**src/rtl/game_button_conditioner_pkg.sv**
```systemverilog
// game_defs: definitions shared by the game FSM and its button conditioner.
//   game_state_t     : FSM state codes
//   BTN_*            : bit positions of the three buttons in command vectors
//   DEBOUNCE_DEFAULT : 5 ms of stability at 50 MHz
//   arbitrate()      : reduces coincident press candidates to one command
package game_defs;

  typedef enum logic [2:0] {
    START    = 3'b000,
    PLAYING  = 3'b001,
    PAUSE    = 3'b010,
    RESET    = 3'b011,
    GAMEOVER = 3'b100
  } game_state_t;

  localparam int BTN_START = 0;
  localparam int BTN_PAUSE = 1;
  localparam int BTN_RESET = 2;
  localparam int BTN_COUNT = 3;

  localparam int DEBOUNCE_DEFAULT = 250000;

  // Restart beats pause beats start; losers are simply dropped so the FSM
  // never sees two commands in one cycle.
  function automatic logic [BTN_COUNT-1:0] arbitrate(input logic [BTN_COUNT-1:0] cand);
    logic [BTN_COUNT-1:0] grant;
    grant = '0;
    if (cand[BTN_RESET])      grant[BTN_RESET] = 1'b1;
    else if (cand[BTN_PAUSE]) grant[BTN_PAUSE] = 1'b1;
    else if (cand[BTN_START]) grant[BTN_START] = 1'b1;
    return grant;
  endfunction

endpackage

```
**src/rtl/game_button_conditioner_debounce.sv**
```systemverilog
// button_debounce: conditions one raw push-button into a single-cycle press
// candidate.
//   clk         : system clock
//   resetFSM    : synchronous active-high reset; clears every stage
//   btn_raw     : raw asynchronous, bouncing button level
//   press_pulse : high for one cycle when the debounced level becomes pressed
module button_debounce
  import game_defs::*;
#(
  parameter int DEBOUNCE_CYCLES = DEBOUNCE_DEFAULT,
  parameter int ACTIVE_LOW      = 1
) (
  input  logic clk,
  input  logic resetFSM,
  input  logic btn_raw,
  output logic press_pulse
);

  localparam int                CNT_W    = $clog2(DEBOUNCE_CYCLES + 1);
  localparam logic              RAW_IDLE = (ACTIVE_LOW != 0);
  localparam logic [CNT_W-1:0]  CNT_LAST = CNT_W'(DEBOUNCE_CYCLES - 1);

  logic             sync_p0;
  logic             sync_p1;
  logic             pressed_p1;
  logic [CNT_W-1:0] cnt;
  logic             stable_p2;
  logic             stable_p3;

  // Stage p0/p1: two-flop synchroniser; reset parks it at the released level
  // so a button held through reset is later seen as a fresh press.
  always_ff @(posedge clk) begin
    if (resetFSM) begin
      sync_p0 <= RAW_IDLE;
      sync_p1 <= RAW_IDLE;
    end else begin
      sync_p0 <= btn_raw;
      sync_p1 <= sync_p0;
    end
  end

  assign pressed_p1 = (ACTIVE_LOW != 0) ? ~sync_p1 : sync_p1;

  // Stage p2: debounce counter and accepted level. The count only survives
  // while every cycle disagrees with stable, and the flip happens on the
  // cycle the count would reach DEBOUNCE_CYCLES, so it never wraps.
  always_ff @(posedge clk) begin
    if (resetFSM) begin
      cnt       <= '0;
      stable_p2 <= 1'b0;
    end else if (pressed_p1 != stable_p2) begin
      if (cnt == CNT_LAST) begin
        cnt       <= '0;
        stable_p2 <= pressed_p1;
      end else begin
        cnt <= cnt + CNT_W'(1);
      end
    end else begin
      cnt <= '0;
    end
  end

  // Stage p3: delayed copy of stable for released->pressed edge detection.
  always_ff @(posedge clk) begin
    if (resetFSM) stable_p3 <= 1'b0;
    else          stable_p3 <= stable_p2;
  end

  assign press_pulse = stable_p2 & ~stable_p3;

endmodule

```
**src/rtl/game_button_conditioner.sv**
```systemverilog
// game_button_conditioner: turns the start, pause and restart push-buttons
// into clean, arbitrated, registered one-cycle commands for the game FSM.
//   clk        : system clock
//   resetFSM   : synchronous active-high system reset shared with the FSM
//   btn_start  : raw start button (asynchronous)
//   btn_pause  : raw pause button (asynchronous)
//   btn_reset  : raw restart button (asynchronous)
//   startGame  : one-cycle start command
//   pauseGame  : one-cycle pause command
//   reset      : one-cycle game-restart command
module game_button_conditioner
  import game_defs::*;
#(
  parameter int DEBOUNCE_CYCLES = DEBOUNCE_DEFAULT,
  parameter int ACTIVE_LOW      = 1
) (
  input  logic clk,
  input  logic resetFSM,
  input  logic btn_start,
  input  logic btn_pause,
  input  logic btn_reset,
  output logic startGame,
  output logic pauseGame,
  output logic reset
);

  logic [BTN_COUNT-1:0] cand_p3;
  logic [BTN_COUNT-1:0] grant_p3;

  button_debounce #(
    .DEBOUNCE_CYCLES(DEBOUNCE_CYCLES),
    .ACTIVE_LOW     (ACTIVE_LOW)
  ) u_start (
    .clk        (clk),
    .resetFSM   (resetFSM),
    .btn_raw    (btn_start),
    .press_pulse(cand_p3[BTN_START])
  );

  button_debounce #(
    .DEBOUNCE_CYCLES(DEBOUNCE_CYCLES),
    .ACTIVE_LOW     (ACTIVE_LOW)
  ) u_pause (
    .clk        (clk),
    .resetFSM   (resetFSM),
    .btn_raw    (btn_pause),
    .press_pulse(cand_p3[BTN_PAUSE])
  );

  button_debounce #(
    .DEBOUNCE_CYCLES(DEBOUNCE_CYCLES),
    .ACTIVE_LOW     (ACTIVE_LOW)
  ) u_reset (
    .clk        (clk),
    .resetFSM   (resetFSM),
    .btn_raw    (btn_reset),
    .press_pulse(cand_p3[BTN_RESET])
  );

  always_comb begin
    grant_p3 = arbitrate(cand_p3);
  end

  // Stage p4: registered command outputs.
  always_ff @(posedge clk) begin
    if (resetFSM) begin
      startGame <= 1'b0;
      pauseGame <= 1'b0;
      reset     <= 1'b0;
    end else begin
      startGame <= grant_p3[BTN_START];
      pauseGame <= grant_p3[BTN_PAUSE];
      reset     <= grant_p3[BTN_RESET];
    end
  end

endmodule
```
**config.mk**
```make
export PLATFORM = sky130hd
export DESIGN_NAME = game_button_conditioner
export DESIGN_NICKNAME = d
export VERILOG_FILES = /design/src/rtl/game_button_conditioner_pkg.sv /design/src/rtl/game_button_conditioner_debounce.sv /design/src/rtl/game_button_conditioner.sv
export SDC_FILE = /design/constraint.sdc
export NUM_CORES = 1
export LEC_CHECK = 0
export ABC_CLOCK_PERIOD_IN_PS = 2200
export BUFFER_PORTS_ARGS = -buffer_cell sky130_fd_sc_hd__buf_2
export CORE_MARGIN = 4
export CORE_UTILIZATION = 61
export CTS_BUF_LIST = sky130_fd_sc_hd__clkbuf_16
export CTS_CLUSTER_DIAMETER = 120
export CTS_CLUSTER_SIZE = 25
export DETAILED_ROUTE_END_ITERATION = 10
export PLACE_DENSITY_LB_ADDON = 0.15
export SYNTH_ARGS = -nofsm -noshare
export SYNTH_HDL_FRONTEND = slang
export SYNTH_HIERARCHICAL = 1
export SYNTH_SLANG_ARGS = --single-unit
```
**constraint.sdc**
```tcl
create_clock -name clk -period 2.2 [get_ports clk]
set_input_delay 0.22 -clock clk [delete_from_list [all_inputs] [get_ports clk]]
set_output_delay 0.22 -clock clk [all_outputs]
set_load 0.02 [all_outputs]
```
==> out/metrics.yaml <==
layout_setup_ws_ns: 0.372
grt_usage_pct: 20.2
rows: 25
synthArstFlopShare_pct: 0
worstMarginPinSlew_ns: 0.392
cts_hold_buf: 0
fin_crit_ns: 1.83
final_common_cell: "dfxtp_1"
p_leak_nw: 1.10
die_h_um: 78.9
cap_violations: 0
cts_resized: 0
yosysWarnings: 6
syn_area_um2: 3060
viasPerCell: 5.58
finalSetupViolations: 0
wl_per_cell_um: 13.5
synth-edff-count: 0
antenna_cells: 0
drtIter0Drc: 148
place.detailed.hpwl_um: 3540
cpMaxStageDelayCell: "o41ai_4"
fmax_mhz: 547
vias: 2264
htreeDepth: 3
start_util_pct: 64.0
relSlewSlack_pct: 73.8
ys_seq_elements: 69
nets: 342
ys_types: 28
finalMaxSlewViolations: 0
clockBufferDepth: 2
cts_buffers: 9
synth_fp_nets: 332
die_x_um: 78.9
area_growth_syn_to_layout_pct: 12.1
status: "finished, final reports clean"
antenna_left: 0
power_density_nw_per_um2: 812
crit_chain: "nor4b_1 -> nand2_1 -> o41ai_4 -> buf_4 -> nor2_1"
die_area_um2: 6220
io_pins: 8
max_stage_delay_ns: 0.49
rrSetupSlack_ns: 0.37
grt-ovfl-total: 0
coreArea_um2: 4790
crit_path_start_kind: "flop"
clk_root_buffer_cell: "clkbuf_16"
drive_above_1_share_pct: 12.4
route.detailed.drc: 0
finalCritPeriodShare_pct: 83.1
tritoncts: "yes"
rsz0062_at_grt: "no"
crit_required_ns: 2.41
cp_max_fo: 14
antenna_found_initial: 0
peakVddDrop_v: 0.000682
hp-class: "input pin to flop"
worstSetupEndpointType: "flop"
final_cell_mix: "dfxtp_1, nor2_1, xor2_1"
grt_pass1_vias: 2192
clock-sinks: 69
cts_setup_buffers: 0
cts.reportedPaths.clkPinSlew_ns: 0.05
largestRegisters: "u_pause/cnt (18), u_reset/cnt (18), u_start/cnt (18)"
fin_tns_setup_ns: 0
synth_flop_cell: "dfxtp_1"
drtPass1Iterations: 4
clk_latency_ns: 0.33
avgSynthCellArea_um2: 9.45
gp_congestion: 0.906
finClkSkew_ns: 0.00225
pre_cts_slack_ns: 0.411
critical_path_class: "flop to flop"
ys_seq_area_share_pct: 45.1
grt_pass1_wl_um: 9850
n_fill_cell: 363
portBuffers: 7
routed_wl_um: 5470
cp.arrival_ns: 2.04
finalHoldViolCount: 0
grt_max_degree: 19
syn-instance-count: 324
-- where the power goes --
group          total, mW  switching, mW  internal [mW]
sequential          1.26        0.00340           1.26
clock               1.50          0.514          0.984
combinational     0.0297         0.0167         0.0130
total               2.79          0.534           2.25
-- critical path: cells and delay by family (launching register included) --
family	cells	cell delay, ns
AO/OA/AOI/OAI	1	0.49
AND/OR/NAND/NOR	3	0.57
buffers and inverters	1	0.28
flip-flops	1	0.36
-- area by class of cell --
class / count / area [µm²] / share of cell area [%]
well taps: 67 / 83.8 / 2.44
flip-flops and latches: 69 / 1380 / 40.2
clock buffers: 9 / 225 / 6.56
repair buffers: 11 / 65.1 / 1.90
inverters: 6 / 22.5 / 0.656
clock inverters: 7 / 90.1 / 2.62
multi-input cells: 237 / 1570 / 45.6
-- routing by layer --
| metal | global-route usage (%) | vias to the layer above | share of wire [%] |
|---|---|---|---|
| met5 | 0 | - | 0 |
| met4 | 8.76 | 0 | 2.0 |
| met3 | 7.37 | 13 | 3.8 |
| met2 | 34.0 | 33 | 50 |
| met1 | 23.0 | 1063 | 44 |
| li1 | - | 1155 | - |
-- through the flow --
stage	power (mW)	cell area (µm²)	std cells	util (%)	hold slack [ns]
after floorplan	1.31	3060	324	-	0.294
after global placement	1.32	3120	390	65.2	0.393
after detailed placement	1.32	3120	390	65.2	0.395
after CTS	2.82	3430	406	71.7	0.0670
after global routing	2.89	3430	406	71.7	0.0638
final	2.79	3430	406	71.7	0.0738
-- cell usage after synthesis (4+ instances only) --
cell | number | area [µm²]
a21oi_1 | 6 | 30.0
and4_1 | 9 | 78.8
buf_6 | 6 | 67.6
dfxtp_1 | 69 | 1380
inv_1 | 6 | 22.5
nand2_1 | 18 | 67.6
nand3_1 | 18 | 90.1
nand4_1 | 18 | 113
nor2_1 | 60 | 225
nor2b_1 | 6 | 37.5
nor3_1 | 6 | 30.0
nor4_1 | 9 | 56.3
nor4b_2 | 4 | 60.1
o41ai_1 | 6 | 52.6
or2_2 | 6 | 37.5
or4b_1 | 6 | 60.1
xnor2_1 | 18 | 158
xor2_1 | 27 | 236
-- worst paths after layout --
path,end,startpoint,cells after the start
max,u_pause/cnt[11]$_SDFF_PP0_,u_pause/cnt[11]$_SDFF_PP0_,5
min,u_pause/sync_p0$_SDFF_PP1_,btn_pause,2
max reg2reg,u_pause/cnt[11]$_SDFF_PP0_,u_pause/cnt[11]$_SDFF_PP0_,5
min reg2reg,u_reset/sync_p1$_SDFF_PP1_,u_reset/sync_p0$_SDFF_PP1_,1
-- logic make-up after synthesis --
family,share of synthesized area (%)
compound gates,5.39
xor+xnor,12.9
fa+ha+maj,1.23
buf+inv,3.80
flops,45.1
mux,1.10
simple gates,30.5
Power figures use the tool's default switching activity.
